## config.mk

```make
export PLATFORM = sky130hd
export DESIGN_NAME = seq_det_scheduler
export DESIGN_NICKNAME = d
export VERILOG_FILES = /design/src/rtl/seq_det_pkg.sv /design/src/rtl/seq_det_rr_arbiter.sv /design/src/rtl/seq_det_scheduler.sv
export SDC_FILE = /design/constraint.sdc
export NUM_CORES = 1
export LEC_CHECK = 0
export ABC_AREA = 1
export BUFFER_PORTS_ARGS = -buffer_cell sky130_fd_sc_hd__buf_4
export CAP_MARGIN = 25
export CORE_AREA = 2 2 78 80
export CTS_BUF_LIST = sky130_fd_sc_hd__clkbuf_4 sky130_fd_sc_hd__clkbuf_8
export DETAILED_ROUTE_END_ITERATION = 7
export DIE_AREA = 0 0 80 82
export PLACE_DENSITY = 0.85
export SLEW_MARGIN = 10
export SYNTH_ARGS = -nofsm -noshare
export SYNTH_HDL_FRONTEND = slang
export SYNTH_SLANG_ARGS = --single-unit
```

## constraint.sdc

```tcl
create_clock -name clk -period 3.3 [get_ports clk]
set_input_delay 0.165 -clock clk [delete_from_list [all_inputs] [get_ports clk]]
set_output_delay 0.165 -clock clk [all_outputs]
set_load 0.02 [all_outputs]
```

## src/rtl/seq_det_pkg.sv

```systemverilog
// Shared types and helpers for the 1011 sequence-detector scheduler.
//   state_e  : scheduler FSM states (3-bit encoding)
//   PATTERN  : the sequence the detector matches, exported for benches
//   sat_inc  : saturating increment for a counter of a given width
package seq_det_pkg;

   typedef enum logic [2:0] {
      StIdle   = 3'd0,
      StClear  = 3'd1,
      StShift  = 3'd2,
      StDrain  = 3'd3,
      StReport = 3'd4
   } state_e;

   localparam logic [3:0] PATTERN = 4'b1011;

   // Counter value is carried zero-extended in 32 bits; width must be < 32.
   function automatic logic [31:0] sat_inc(input logic [31:0] val, input int unsigned width);
      logic [31:0] max_val;
      max_val = (32'd1 << width) - 32'd1;
      return (val >= max_val) ? max_val : val + 32'd1;
   endfunction

endpackage

```

## src/rtl/seq_det_rr_arbiter.sv

```systemverilog
// Combinational round-robin arbiter: grants the first requester at or after ptr_i, wrapping.
//   req_i   : request vector
//   ptr_i   : highest-priority index this round
//   en_i    : grant enable; no grant is issued while low
//   gnt_o   : one-hot grant
//   idx_o   : index of the granted requester
//   valid_o : a grant was issued
module seq_det_rr_arbiter #(
   parameter int unsigned N_CH = 4
) (
   input  logic [N_CH-1:0]         req_i,
   input  logic [$clog2(N_CH)-1:0] ptr_i,
   input  logic                    en_i,
   output logic [N_CH-1:0]         gnt_o,
   output logic [$clog2(N_CH)-1:0] idx_o,
   output logic                    valid_o
);

   localparam int unsigned IW = $clog2(N_CH);
   localparam int unsigned CW = IW + 1;

   logic [CW-1:0] cand;

   always_comb begin
      gnt_o   = '0;
      idx_o   = '0;
      valid_o = 1'b0;
      cand    = '0;
      for (int unsigned i = 0; i < N_CH; i++) begin
         // ptr + offset modulo N_CH; one extra bit holds the sum before wrapping
         cand = CW'(ptr_i) + CW'(i);
         if (cand >= CW'(N_CH)) begin
            cand = cand - CW'(N_CH);
         end
         if (en_i && !valid_o && req_i[cand[IW-1:0]]) begin
            valid_o               = 1'b1;
            idx_o                 = cand[IW-1:0];
            gnt_o[cand[IW-1:0]]   = 1'b1;
         end
      end
   end

endmodule

```

## src/rtl/seq_det_scheduler.sv

```systemverilog
// Time-shares one 1011 detector between N_CH requesters. Requesters are granted round-robin;
// the granted frame is streamed MSB-first into the detector and the hits are returned with
// the channel number on a valid/ready result port.
//   clk, reset          : clock, synchronous active-high reset
//   req_valid/req_frame : per-channel frame requests; req_ready is the one-hot accept pulse
//   det_reset/det_seq_in: drive the external detector; det_detect is its match pulse
//   res_valid/res_ch/res_hits/res_ready : result handshake
//   busy                : FSM is not idle
module seq_det_scheduler
   import seq_det_pkg::*;
#(
   parameter int unsigned N_CH    = 4,
   parameter int unsigned FRAME_W = 16,
   parameter int unsigned CNT_W   = 5
) (
   input  logic                      clk,
   input  logic                      reset,
   input  logic [N_CH-1:0]           req_valid,
   input  logic [N_CH*FRAME_W-1:0]   req_frame,
   output logic [N_CH-1:0]           req_ready,
   output logic                      det_reset,
   output logic                      det_seq_in,
   input  logic                      det_detect,
   output logic                      res_valid,
   output logic [$clog2(N_CH)-1:0]   res_ch,
   output logic [CNT_W-1:0]          res_hits,
   input  logic                      res_ready,
   output logic                      busy
);

   localparam int unsigned IW = $clog2(N_CH);
   localparam int unsigned KW = (FRAME_W > 1) ? $clog2(FRAME_W) : 1;

   state_e             state_q, state_d;
   logic [IW-1:0]      rr_ptr_q, rr_ptr_d;
   logic [FRAME_W-1:0] frame_q, frame_d;
   logic [KW-1:0]      k_q, k_d;
   logic [CNT_W-1:0]   hits_q, hits_d;
   logic [IW-1:0]      ch_q, ch_d;

   logic [N_CH-1:0]    arb_gnt;
   logic [IW-1:0]      arb_idx;
   logic               arb_valid;

   seq_det_rr_arbiter #(
      .N_CH (N_CH)
   ) u_arb (
      .req_i   (req_valid),
      .ptr_i   (rr_ptr_q),
      .en_i    (state_q == StIdle),
      .gnt_o   (arb_gnt),
      .idx_o   (arb_idx),
      .valid_o (arb_valid)
   );

   always_ff @(posedge clk) begin
      if (reset) begin
         state_q <= StIdle;
      end else begin
         state_q <= state_d;
      end
   end

   always_ff @(posedge clk) begin
      if (reset) begin
         rr_ptr_q <= '0;
         frame_q  <= '0;
         k_q      <= '0;
         hits_q   <= '0;
         ch_q     <= '0;
      end else begin
         rr_ptr_q <= rr_ptr_d;
         frame_q  <= frame_d;
         k_q      <= k_d;
         hits_q   <= hits_d;
         ch_q     <= ch_d;
      end
   end

   always_comb begin
      state_d  = state_q;
      rr_ptr_d = rr_ptr_q;
      frame_d  = frame_q;
      k_d      = k_q;
      hits_d   = hits_q;
      ch_d     = ch_q;
      case (state_q)
         StIdle: begin
            if (arb_valid) begin
               frame_d  = req_frame[int'(arb_idx) * FRAME_W +: FRAME_W];
               hits_d   = '0;
               ch_d     = arb_idx;
               // Just-served channel drops to lowest priority
               rr_ptr_d = (arb_idx == IW'(N_CH - 1)) ? '0 : arb_idx + 1'b1;
               state_d  = StClear;
            end
         end
         StClear: begin
            k_d     = '0;
            state_d = StShift;
         end
         StShift: begin
            frame_d = frame_q << 1;
            k_d     = k_q + 1'b1;
            if (det_detect) begin
               hits_d = CNT_W'(sat_inc(32'(hits_q), CNT_W));
            end
            if (k_q == KW'(FRAME_W - 1)) begin
               state_d = StDrain;
            end
         end
         StDrain: begin
            // Detect pulse for the last frame bit arrives in this cycle
            if (det_detect) begin
               hits_d = CNT_W'(sat_inc(32'(hits_q), CNT_W));
            end
            state_d = StReport;
         end
         StReport: begin
            if (res_ready) begin
               state_d = StIdle;
            end
         end
         default: state_d = StIdle;
      endcase
   end

   always_comb begin
      req_ready  = arb_gnt;  // arbiter is enabled only in IDLE
      det_reset  = 1'b1;
      det_seq_in = 1'b0;
      res_valid  = 1'b0;
      busy       = (state_q != StIdle);
      res_ch     = ch_q;
      res_hits   = hits_q;
      case (state_q)
         StShift: begin
            det_reset  = 1'b0;
            det_seq_in = frame_q[FRAME_W-1];
         end
         StDrain:  det_reset = 1'b0;
         StReport: res_valid = 1'b1;
         default: ;
      endcase
   end

endmodule
```

==> summary.md, run 1 <==
| Metric | Value |
|---|---|
| Outcome | `finished clean` |
| Via count | `3009` |
| GRT Overall Usage | `0.215` |
| Min-Delay Path Class | `input port to flip-flop` |
| Hold path cells | `4` |
| Buf/Inv on CP | `3` |
| Clock Skew | `around 0.0052 ns` |
| Fin crit period | `~2.8 ns` |
| Power Density | `~1000 mW/mm2` |
| Largest net degree at the start of global routing | `29` |
| Synth Instances | `453` |
| Grt ovf | `0` |
| Top cells by area, synth | `dfxtp_1 23%, nand2_1 13%, inv_1 11%` |
| CTS tree | `built` |
| Syn Nets | `532` |
| Post-CTS setup buffers | `0` |
| Crit. End Element | `flip-flop` |
| Seq pwr share | `0.160` |
| Int Power | `1.66 mW` |
| Hold_buf cts | `0` |
| Worst IR drop on VDD | `0.000611 V` |
| DRC | `0` |
| Final std cells w/o fill | `610` |
| Switch share | `0.543` |
| Hold Fails Final Rpt | `0` |
| Initial Util | `0.484` |
| CP Launch Type | `flip-flop` |
| Cell Area, Synth | `0.00278 mm2` |
| Num CTS Buffers | `5` |
| H-tree depth | `2` |
| Max-slew violations | `0` |
| Finished Cell Area | `0.00355 mm2` |
| Hpwl dp | `5380 um` |
| Vias per std cell | `4.93` |
| Worst Tran Pin Value | `0.452 ns` |
| Post-DRT Antenna Nets | `0` |
| Drt first pass iters | `4` |
| Max-slew headroom | `0.698` |
| Synth top area share | `0.231` |
| Root buffer cell | `clkbuf_8` |
| RSZ-0062 raised after global routing | `false` |
| Placed insts | `602` |
| Dpl ws | `approximately 0.53 ns` |
| FMAX | `353 MHz` |
| Mapped Avg Cell Area | `6.13 um2` |
| Die area | `0.00656 mm2` |
| Clock network power share | `0.115` |
| Clock Sink Count | `32` |
| Combinational group share of total power | `0.724` |
| Post-CTS sizing | `0` |
| Io pins | `87` |
| CP max FO | `28` |
| Sequential area share after synthesis | `0.231` |
| Clock Tree Buf Depth | `2` |
| Top delay family on crit path | `simple AND/OR/NAND/NOR gates` |
| Core Rows | `28` |
| Port bufs | `86` |
| Worst Setup Path Type | `flip-flop to flip-flop` |
| Later-pin clock latency in the skew report | `between 0.2 and 0.3 ns` |
| Reg2reg path depth | `13` |
| Sw Pwr | `1.97 mW` |
| Netlist cell types | `33` |
| Setup TNS | `0 ns` |
| Placed cell area | `0.00342 mm2` |
| Most used cell, CP | `nor2_1` |
| Die width | `80 um` |
| Arrival @ worst endpoint | `roughly 3.1 ns` |
| Crit path cell chain | `inv_8 > ha_1 > inv_1 > nand3_2 > nand2_2 > inv_2 > o21bai_4 > nand4_2 > nand2_4 > nor2_1 > nor3_1 > nor2_1 > nor2_1` |
| WP depth | `13` |
| Final period utilization | `0.858` |
| Post-synth top area cell | `dfxtp_1` |
| Initial antenna violation count | `0` |
| First-pass GRT wire length | `11400 um` |
| Share of layout cells above drive strength 1 | `0.264` |
| Setup Viol. Count Final | `0` |
| Number of global-route vias before repair | `about 2700` |
| Total core area | `0.00575 mm2` |
| Warnings, synthesis | `0` |
| Worst-path clk slew | `0.07 ns` |
| Maxcap violations | `0` |
| WL/cell | `11.3 um` |
| Die H | `82 um` |
| CP max stage cell | `dfxtp_1` |
| Synth-to-Final Area Change | `27.7%` |
| Gpl congestion | `0.975` |
| Yosys reg bits | `32` |
| DRT iter0 DRCs | `148` |
| WL final | `6870 um` |
| Slowest stage delay, CP | `approximately 0.60 ns` |
| Worst Slack Setup Final | `0.468 ns` |
| Antenna cells | `0` |
| Nets | `613` |
| Leakage power | `1.92 nW` |
| WP data required | `approximately 3.5 ns` |
==> power by group through the flow <==
stage	Combinational [mW]	Clock (mW)	Sequential, mW
final	2.62	0.418	0.582
after global placement	2.56	0	0.583
after detailed placement	2.61	0	0.587
after global routing	2.95	0.438	0.594
after CTS	2.62	0.424	0.580
after floorplan	2.21	0	0.579
==> synth_stat cells <==
library cell / number
a211oi_1: 2
a21boi_0: 8
a21oi_1: 22
a22oi_1: 6
a31oi_1: 2
buf_2: 2
buf_4: 1
buf_6: 7
clkbuf_1: 4
dfxtp_1: 32
ha_1: 7
inv_1: 78
inv_2: 8
inv_8: 1
nand2_1: 99
nand2_2: 11
nand2_4: 7
nand3_1: 55
nand3_2: 5
nand3_4: 1
nand4_1: 2
nand4_2: 2
nor2_1: 53
nor2_2: 2
nor2_4: 3
nor2_8: 1
nor3_1: 10
nor3_2: 2
o211ai_1: 2
o21ai_0: 12
o21ai_2: 1
o21bai_4: 1
o22ai_1: 4
==> area by class of cell <==
type / instances / area (um2)
inverters: 87 / 334
clock buffers: 7 / 96.3
flip-flops and latches: 32 / 641
clock inverters: 1 / 30.0
repair buffers: 88 / 661
multi-input cells: 320 / 1690
well taps: 75 / 93.8
fillers: 550 / 2200
==> layer usage <==
| layer | GRT usage | vias up | wire [um] |
|---|---|---|---|
| met1 | 0.263 | 1316 | 2990 |
| met4 | 0.0576 | 0 | 78 |
| met3 | 0.0440 | 9 | 395 |
| li1 | - | 1596 | - |
| met2 | 0.383 | 88 | 3410 |
| met5 | 0 | - | 0 |
==> kinds of logic after synthesis <==
kind of cell | Yosys count | share of synthesized area
adders and majority gates | 7 | 0.0315
DFF | 32 | 0.231
buffers and inverters | 101 | 0.160
AOI/OAI and AO/OA | 60 | 0.133
and+or+nand+nor | 253 | 0.444
==> per-stage QoR <==
stage | total power, mW | util | hold slack, ns
final | 3.62 | 0.618 | 0.187
after global routing | 3.98 | 0.618 | 0.175
after CTS | 3.63 | 0.618 | 0.176
after detailed placement | 3.20 | 0.596 | 0.477
after global placement | 3.14 | 0.596 | 0.453
after floorplan | 2.79 | - | 0.354
==> worst min-delay path, delay by kind of cell <==
kind / cells / cell delay, ns
buffers and inverters: 2 / 0.11
AO/OA/AOI/OAI: 1 / 0.07
AND/OR/NAND/NOR: 1 / 0.09
==> sequential cells by signal, indices dropped and copies added (netlist names) <==
signal,flops
frame_q,16
res_ch,2
state_q,3
res_hits,5
k_q,4
rr_ptr_q,2
==> layout by cell type, fill, tap and decap left out <==
master,Yosys,final
nand2_1,99,99
buf_4,1,88
inv_1,78,78
nand3_1,55,55
nor2_1,53,53
dfxtp_1,32,32
a21oi_1,22,22
o21ai_0,12,12
nand2_2,11,11
nor3_1,10,10
inv_2,8,8
a21boi_0,8,8
nand2_4,7,7
ha_1,7,7
clkbuf_8,0,7
a22oi_1,6,6
nand3_2,5,5
o22ai_1,4,4
nor2_4,3,3
nor2_2,2,2
nand4_2,2,2
nand4_1,2,2
a31oi_1,2,2
a211oi_1,2,2
o211ai_1,2,2
nor3_2,2,2
nor2_8,1,1
inv_8,1,1
o21bai_4,1,1
nand3_4,1,1
o21ai_2,1,1
bufinv_16,0,1
==> worst paths after layout <==
path / from / endpoint / slack (ns)
max reg2reg: rr_ptr_q[0]$_SDFFE_PP0P_ / frame_q[7]$_SDFFE_PP0P_ / 0.47
max: rr_ptr_q[0]$_SDFFE_PP0P_ / frame_q[7]$_SDFFE_PP0P_ / 0.47
min reg2reg: k_q[1]$_SDFFE_PP0N_ / k_q[1]$_SDFFE_PP0N_ / 0.48
min: res_ready / state_q[2]$_SDFFE_PP0P_ / 0.19
No activity file was read; power rests on OpenSTA's default activity.
==> run 2, diff against run 1 <==
==> constraint.sdc (replaced) <==
create_clock -name clk -period 3.27 [get_ports clk]
set_input_delay 0.1635 -clock clk [delete_from_list [all_inputs] [get_ports clk]]
set_output_delay 0.1635 -clock clk [all_outputs]
set_load 0.02 [all_outputs]
==> summary.md, run 2 (synthesis results as in run 1) <==
| Metric | Value |
|---|---|
| Outcome | `finished clean` |
| Antenna cells | `0 (unchanged)` |
| Worst-path clk slew | `0.07 ns (about the same)` |
| Synth-to-Final Area Change | `26.5%` |
| Dpl ws | `0.484 ns (-0.0476 ns)` |
| Hold Fails Final Rpt | `0 (unchanged)` |
| Hold_sp | `res_ready` |
| Fin crit period | `2.82 ns (-0.0104 ns)` |
| Slowest stage delay, CP | `0.60 ns (about the same)` |
| Worst IR drop on VDD | `0.000477 V (-22%)` |
| Die width | `80 um (unchanged)` |
| Leakage power | `1.90 nW (-0.70%)` |
| Crit. End Element | `flip-flop` |
| Die area | `0.00656 mm2 (unchanged)` |
| Clock Tree Buf Depth | `2 (unchanged)` |
| Worst r2r dst | `frame_q[8]$_SDFFE_PP0P_` |
| Min-Delay Path Class | `input port to flip-flop` |
| Num CTS Buffers | `5 (unchanged)` |
| Grt ovf | `0 (unchanged)` |
| Gpl congestion | `0.974 (about the same)` |
| Most frequent cells in the layout | `99 x nand2_1, 88 x buf_4, 78 x inv_1` |
| Setup Viol. Count Final | `0 (unchanged)` |
| Drt first pass iters | `4 (unchanged)` |
| Clock Sink Count | `32 (unchanged)` |
| First-pass GRT wire length | `11800 um (+3.8%)` |
| Max-slew headroom | `0.700 (+0.00181)` |
| Largest net degree at the start of global routing | `29 (unchanged)` |
| GRT Overall Usage | `0.222 (+0.00660)` |
| Post-CTS sizing | `0 (unchanged)` |
| Number of global-route vias before repair | `2736 (+2.5%)` |
| Reg area | `641 um2 (unchanged)` |
| Power Density | `1020 mW/mm2 (-0.47%)` |
| CP Launch Type | `flip-flop` |
| FMAX | `354 MHz (+0.37%)` |
| Arrival @ worst endpoint | `2.99 ns (-0.07 ns)` |
| Top delay family on crit path | `simple AND/OR/NAND/NOR gates` |
| Final period utilization | `0.863 (+0.00471)` |
| Vias per std cell | `5.03 (+1.9%)` |
| Share of layout cells above drive strength 1 | `0.264 (unchanged)` |
| Core Rows | `28 (unchanged)` |
| Setup TNS | `0 ns (unchanged)` |
| Buf/Inv on CP | `3 (unchanged)` |
| WL/cell | `11.4 um (+1.5%)` |
| WL final | `6980 um (+1.5%)` |
| Post-DRT Antenna Nets | `0 (unchanged)` |
| Max FFs per register | `16 (unchanged)` |
| CP max FO | `28 (unchanged)` |
| DRC | `0 (unchanged)` |
| RSZ-0062 raised after global routing | `false` |
| Commonest non-fill, non-tap cell in the layout | `nand2_1` |
| Post-CTS setup buffers | `0 (unchanged)` |
| Worst Tran Pin Value | `0.449 ns (-0.00271 ns)` |
| Reg2reg path depth | `14 (+1)` |
| Hpwl dp | `5400 um (+0.34%)` |
| Clock Skew | `0.00919 ns (+0.00399 ns)` |
| DRT iter0 DRCs | `220 (+49%)` |
| Io pins | `87 (unchanged)` |
| Crit path cell chain | `inv_8 > ha_1 > inv_1 > nand3_2 > nand2_2 > inv_2 > o21bai_4 > nand4_2 > nand2_4 > nand2_1 > nand3_1 > nand2_1 > nor2_1 > nor2_1` |
| Maxcap violations | `0 (unchanged)` |
| CP max stage cell | `dfxtp_1` |
| Hold path cells | `4 (unchanged)` |
| Biggest register | `frame_q` |
| R2r setup slk | `0.45 ns (-0.02 ns)` |
| Multi-input logic area | `0.00169 mm2 (unchanged)` |
| Root buffer cell | `clkbuf_8` |
| Nets | `613 (unchanged)` |
| Later-pin clock latency in the skew report | `0.29 ns (about the same)` |
| Worst Slack Setup Final | `0.449 ns (-0.0196 ns)` |
| CTS tree | `built` |
| Max-slew violations | `0 (unchanged)` |
| Total core area | `0.00575 mm2 (unchanged)` |
| Worst r2r src | `rr_ptr_q[0]$_SDFFE_PP0P_` |
| Initial antenna violation count | `0 (unchanged)` |
| Worst Setup Path Type | `flip-flop to flip-flop` |
| Die H | `82 um (unchanged)` |
| WP data required | `3.43 ns (-0.10 ns)` |
| Initial Util | `0.484 (unchanged)` |
| Port bufs | `86 (unchanged)` |
| Hold_buf cts | `0 (unchanged)` |
| FILL cells | `545 (-0.91%)` |
| Via count | `3066 (+1.9%)` |
| Worst hold endpoint | `state_q[2]$_SDFFE_PP0P_` |
| H-tree depth | `2 (unchanged)` |
## run 2: layout make-up
type | count | area share
Clock buffer | 6 | 0.0235
Timing Repair Buffer | 88 | 0.188
Sequential cell | 32 | 0.182
Multi-Input combinational cell | 320 | 0.482
Clock inverter | 2 | 0.00285
Tap cell | 75 | 0.0267
Inverter | 87 | 0.0951
## run 2: power by group
group          switching [mW]  internal, mW
clock network           0.155         0.168
logic                    1.77         0.894
registers              0.0762         0.509
## run 2: worst max path at each step
| stage | start | to | slack, ns | cells past startpoint |
|---|---|---|---|---|
| after floorplan | rr_ptr_q[0]$_SDFFE_PP0P_ | frame_q[1]$_SDFFE_PP0P_ | 1.02 | 16 |
| after CTS | rr_ptr_q[0]$_SDFFE_PP0P_ | frame_q[7]$_SDFFE_PP0P_ | 0.44 | 13 |
| final | rr_ptr_q[0]$_SDFFE_PP0P_ | frame_q[8]$_SDFFE_PP0P_ | 0.45 | 14 |
| after global routing | rr_ptr_q[0]$_SDFFE_PP0P_ | frame_q[7]$_SDFFE_PP0P_ | 0.17 | 14 |
| after global placement | rr_ptr_q[0]$_SDFFE_PP0P_ | frame_q[2]$_SDFFE_PP0P_ | 0.60 | 14 |
| after detailed placement | rr_ptr_q[0]$_SDFFE_PP0P_ | frame_q[7]$_SDFFE_PP0P_ | 0.48 | 13 |
## run 2: routing by layer
metal,GRT usage,up-vias,share of wire
met2,0.402,90,0.50
li1,-,1592,-
met1,0.274,1376,0.43
met3,0.0352,8,0.052
met5,0,-,0
met4,0.0559,0,0.011
## run 2: worst reg2reg max path: cells and delay by family, from the launching register on
family | cells | cell delay, ns
buffers and inverters | 3 | 0.29
DFF | 1 | 0.60
adders and majority gates | 1 | 0.39
and+or+nand+nor | 9 | 1.27
AOI/OAI and AO/OA | 1 | 0.16
## run 2: stage by stage
step	instances	utilization	total power, mW	instance area (um2)	hold WS (ns)
floorplan	453	-	2.81	2780	0.353
global placement	602	0.596	3.17	3420	0.453
detailed placement	602	0.596	3.23	3420	0.456
CTS	610	0.612	3.57	3510	0.172
global route	610	0.612	3.95	3510	0.182
finish	610	0.612	3.57	3510	0.189
